[src/rtl/instr_fetch_unit.sv]
// Instruction fetch unit: one outstanding request to instruction memory, delivers
// fetched words to IF/ID with stall hold, flush discard and a delivered-word counter.
module instr_fetch_unit #(
  parameter logic [31:0] RESET_INSTR = 32'h0000_0000
) (
  input  logic        clock__i,
  input  logic        reset_n__i,
  input  logic [31:0] address__i,
  input  logic        stall__i,
  input  logic        flush__i,
  input  logic        mem_ready__i,
  input  logic        mem_rvalid__i,
  input  logic [31:0] mem_rdata__i,
  output logic        mem_req__o,
  output logic [31:0] mem_addr__o,
  output logic        pcWrite__o,
  output logic [31:0] instruction__o,
  output logic [31:0] pc__o,
  output logic        valid__o,
  output logic [31:0] fetch_count__o
);

  typedef enum logic [2:0] {IDLE, REQ, WAIT, HOLD, DRAIN} state_t;

  state_t      state_q, state_d;
  logic [31:0] addr_q, pc_q, instr_q, fetch_cnt_q;
  logic        valid_q;
  logic        req, pc_write, load_instr, latch_pc, cnt_inc, clr_valid;

  always_comb begin
    state_d    = state_q;
    req        = 1'b0;
    pc_write   = flush__i;
    load_instr = 1'b0;
    latch_pc   = 1'b0;
    cnt_inc    = 1'b0;
    clr_valid  = 1'b0;
    case (state_q)
      IDLE: state_d = REQ;
      REQ: begin
        req = 1'b1;
        // A grant coinciding with a flush still leaves a response in flight.
        if (mem_ready__i) begin
          latch_pc = !flush__i;
          state_d  = flush__i ? DRAIN : WAIT;
        end
      end
      WAIT: begin
        if (flush__i) begin
          state_d = mem_rvalid__i ? REQ : DRAIN;
        end else if (mem_rvalid__i) begin
          load_instr = 1'b1;
          if (stall__i) begin
            state_d = HOLD;
          end else begin
            pc_write = 1'b1;
            cnt_inc  = 1'b1;
            state_d  = REQ;
          end
        end
      end
      HOLD: begin
        if (flush__i) begin
          state_d = REQ;
        end else if (!stall__i) begin
          pc_write  = 1'b1;
          cnt_inc   = 1'b1;
          clr_valid = 1'b1;
          state_d   = REQ;
        end
      end
      DRAIN: begin
        if (!flush__i && mem_rvalid__i) state_d = REQ;
      end
      default: state_d = IDLE;
    endcase
  end

  always_ff @(posedge clock__i or negedge reset_n__i) begin
    if (!reset_n__i) begin
      state_q     <= IDLE;
      addr_q      <= '0;
      pc_q        <= '0;
      instr_q     <= RESET_INSTR;
      valid_q     <= 1'b0;
      fetch_cnt_q <= '0;
    end else begin
      state_q <= state_d;
      if (req)      addr_q <= address__i;
      if (latch_pc) pc_q   <= address__i;
      if (flush__i) begin
        instr_q <= RESET_INSTR;
        valid_q <= 1'b0;
      end else if (load_instr) begin
        instr_q <= mem_rdata__i;
        valid_q <= 1'b1;
      end else if (clr_valid) begin
        valid_q <= 1'b0;
      end
      fetch_cnt_q <= fetch_cnt_q + {31'd0, cnt_inc};
    end
  end

  // Address is live while requesting, otherwise the last requested value.
  assign mem_req__o     = req;
  assign mem_addr__o    = req ? address__i : addr_q;
  assign pcWrite__o     = pc_write;
  assign instruction__o = instr_q;
  assign pc__o          = pc_q;
  assign valid__o       = valid_q;
  assign fetch_count__o = fetch_cnt_q;

endmodule
[config.mk]
export PLATFORM = sky130hd
export DESIGN_NAME = instr_fetch_unit
export DESIGN_NICKNAME = d
export VERILOG_FILES = /design/src/rtl/instr_fetch_unit.sv
export SDC_FILE = /design/constraint.sdc
export NUM_CORES = 1
export LEC_CHECK = 0
export CORE_MARGIN = 2
export CORE_UTILIZATION = 44
export DETAILED_ROUTE_END_ITERATION = 10
export HOLD_SLACK_MARGIN = 0.05
export PLACE_DENSITY = 0.8
export RECOVER_POWER = 50
export SKIP_LAST_GASP = 1
export SYNTH_ARGS = -nofsm -noshare
export SYNTH_HDL_FRONTEND = slang
export SYNTH_SLANG_ARGS = --single-unit
export TNS_END_PERCENT = 50
[constraint.sdc]
create_clock -name clock__i -period 2.71 [get_ports clock__i]
set_input_delay 0.542 -clock clock__i [delete_from_list [all_inputs] [get_ports clock__i]]
set_output_delay 0.542 -clock clock__i [all_outputs]
set_load 0.02 [all_outputs]
==> metrics.txt, run 1 <==
non-filler instance count after layout 799; root buffer cell clkbuf_16; post-route DRC violation count 0; total of flip-flops plus latches after synthesis 132; post-placement setup slack -0.199 ns; setup ws final 0.0548 ns; outcome finished, final reports clean; Slew Limit Fails 0; Overflow after GRT 0; horizontal die dimension 114 µm; first-pass GRT wire length 21.1 mm; Setup TNS 0 ns; overall die area 0.0129 mm²; Syn Nets 494; maximum number of pins on one net before global-route repair 73; reg2reg end fetch_count__o[19]; most common cell in the synthesized netlist dfrtp_1; Tcrit/Tclk final 98.0%; via count normalized by instance count 5.05; Chip Height 114 µm; RSZ-0062 raised after global routing true; launch instance of the worst min-delay path fetch_count__o[31]; 1st-pass router iterations 5; post-detailed-routing wire length 13.1 mm; number of antenna violations at the first check in global routing 0; area fraction of the dominant cell type after synthesis 62.4%; instance count of the mapped netlist 421; IR drop worst, VDD 0.610 mV; number of inserted diodes 0; via total after detailed routing 4,031; Initial Util 44.6%; headroom to the max-slew limit 29.1%; number of top-level design ports 201; Fin Clk Skew 0.00687 ns; via count of the first global-routing pass 4,263; Clock Tree Buf Depth 2; max cap viols 0; number of placement rows 40; clock latency at the later pin of the worst-skew pair 0.41 ns; clock-pin slew of the registers on the worst-case setup and hold paths 0.05 ns; cts bufs inserted 17; number of clock sinks 132; fraction of layout cells with a size suffix above 1 12.0%; Wirelength per Cell 16.4 µm; detailed placer's ending HPWL 9.15 mm; post-placement cell count 766; worst hold slack 0.482 ns; Synth Flop Type dfrtp_1; endpoint type of the worst setup path primary output; Static Leakage 3.53 nW; met3 track demand over resource 5.90%; layer with the highest usage met2; Crit Reg-Reg Startpoint state_q[2]; Worst Setup EP pcWrite__o; slew of the pin with the lowest slew margin 1.06 ns; global routing usage on met2 35.8%; top area cells in the synthesized netlist dfrtp_1 (62%), mux2_2 (7.2%), mux2_1 (6.4%), nand2_1 (5.5%), xnor2_1 (3.5%); Critical Path Fanout Max 2; Synth cell types 34; crit path from mem_rvalid__i; post-synthesis instance area 0.00529 mm²; depth of the worst register-to-register path 8; CP Launch Type input port; Area after DPL 0.00758 mm²; Synth Warn # 0; Nets 716; Design Area, Final 0.00818 mm²; Worst Hold Class flip-flop to flip-flop; sequential area share after synthesis 62.4%; Async SR Flop Fraction 100%; number of endpoints with negative hold slack in the final report 0; Reg2Reg Setup Slack 0.30 ns; final standard cell utilization of the core 68.9%; synthesis-to-layout area growth 54.5%; H-tree level count 4; top achievable clock speed 377 MHz; RePlAce Congestion 0.794; cell taking the most area after synthesis dfrtp_1; All-Layer GR Usage 21.0%; DR iter-0 viols 134; required time of the worst setup path 2.17 ns; crit path time final 2.66 ns; type of the worst setup path input port to primary output; number of nets with antenna violations after detailed routing 0; core region area 0.0119 mm²; total of buffers placed on input and output ports 200; ratio of total power to cell area 998 mW/mm²; critical path arrival 2.11 ns; TritonCTS clock tree built; met1 global-route usage 24.9%; Post-synth EDFFs 0; Total Power 8.16 mW; synth cell count leaders dfrtp_1 (132), nand2_1 (77), o21ai_0 (35), mux2_2 (34), mux2_1 (30); Setup Viol. Count Final 0; Synth Area per Inst 12.6 µm²
## registers in the layout (all words and copies together) (netlist names)
name / flops
fetch_count__o: 32
pc__o: 32
instruction__o: 32
addr_q: 32
valid__o: 1
state_q: 3
## per-layer routing
layer  wire, µm  part of all wire (%)
met5          0                     0
met4        318                   2.4
met3        783                   6.0
met2       6730                    52
met1       5230                    40
## final cells by class
type                       instances  area [µm²]
tap                              147         184
inverter                           3        11.3
timing repair buffer             220        2180
sequential                       132        3310
clock buffer                      23         488
multi-input combinational        269        1910
fill                             888        3690
clock inverter                     5         100
## worst min-delay path by stage
stage / endpoint / slack [ns] / cells after the start
6_report: fetch_count__o[31] / 0.48 / 1
5_1_grt: pc__o[3] / 0.50 / 1
4_1_cts: fetch_count__o[31] / 0.48 / 1
3_5_place_dp: fetch_count__o[20] / 0.43 / 1
3_3_place_gp: fetch_count__o[16] / 0.43 / 1
2_1_floorplan: addr_q[0] / 0.25 / 0
## kinds of logic (layout without fill, tap and decap cells)
logic type / after synthesis / in the layout / share of synthesized area, %
flops: 132 / 132 / 62.4
xor+xnor: 30 / 30 / 4.97
buf+inv: 20 / 251 / 1.66
compound gates: 41 / 41 / 4.19
mux: 64 / 64 / 13.6
fa+ha+maj: 3 / 3 / 0.710
simple gates: 131 / 131 / 12.4
## placed cells by master (no fill, tap or decap), types with 3 or more instances in the layout
cell type and instances:
buf_12 4, xnor2_1 21, clkbuf_8 4, nor2_1 10, clkdlybuf4s50_1 166, clkdlybuf4s15_1 4, ha_1 3, xor2_1 9
dlygate4sd2_1 28, clkbuf_1 3, and3_1 3, nor3_1 3, nand3_1 14, mux2_1 43, nand2_1 77, buf_4 13
dfrtp_1 130, clkbuf_16 17, mux2_2 21, o21ai_0 35, nand4_1 7, bufinv_16 3
## repair_timing
item / CTS / global route
hold endpoints to repair: 15 / 0
endpoints found under the setup margin: 32 / 33
gates cloned: 1 / 0
setup buffers: 2 / 1
pin swaps: 1 / 0
hold buffers: 1 / 0
resized for setup: 33 / 6
## where the power goes
part / internal [mW] / total, mW / switching [mW]
sequential: 2.52 / 2.76 / 0.239
clock: 1.52 / 2.29 / 0.767
combinational: 1.50 / 3.11 / 1.61
total: 5.55 / 8.16 / 2.62
## critical path: stages
cell and delay, ns:
clkdlybuf4s50_1 0.48, nor2_1 0.05, or3_1 0.36, nand2_1 0.07, clkdlybuf4s50_1 0.60
(Power assumes the default switching activity.)
==> run 2, diff against run 1 <==
--- a/config.mk
+++ b/config.mk
@@ -5,6 +5,7 @@
 export SDC_FILE = /design/constraint.sdc
 export NUM_CORES = 1
 export LEC_CHECK = 0
+export CAP_MARGIN = 10
 export CORE_MARGIN = 2
 export CORE_UTILIZATION = 44
 export DETAILED_ROUTE_END_ITERATION = 10
==> results of run 2 <==
No change in the layout: final DEF, timing and power equal those of run 1.
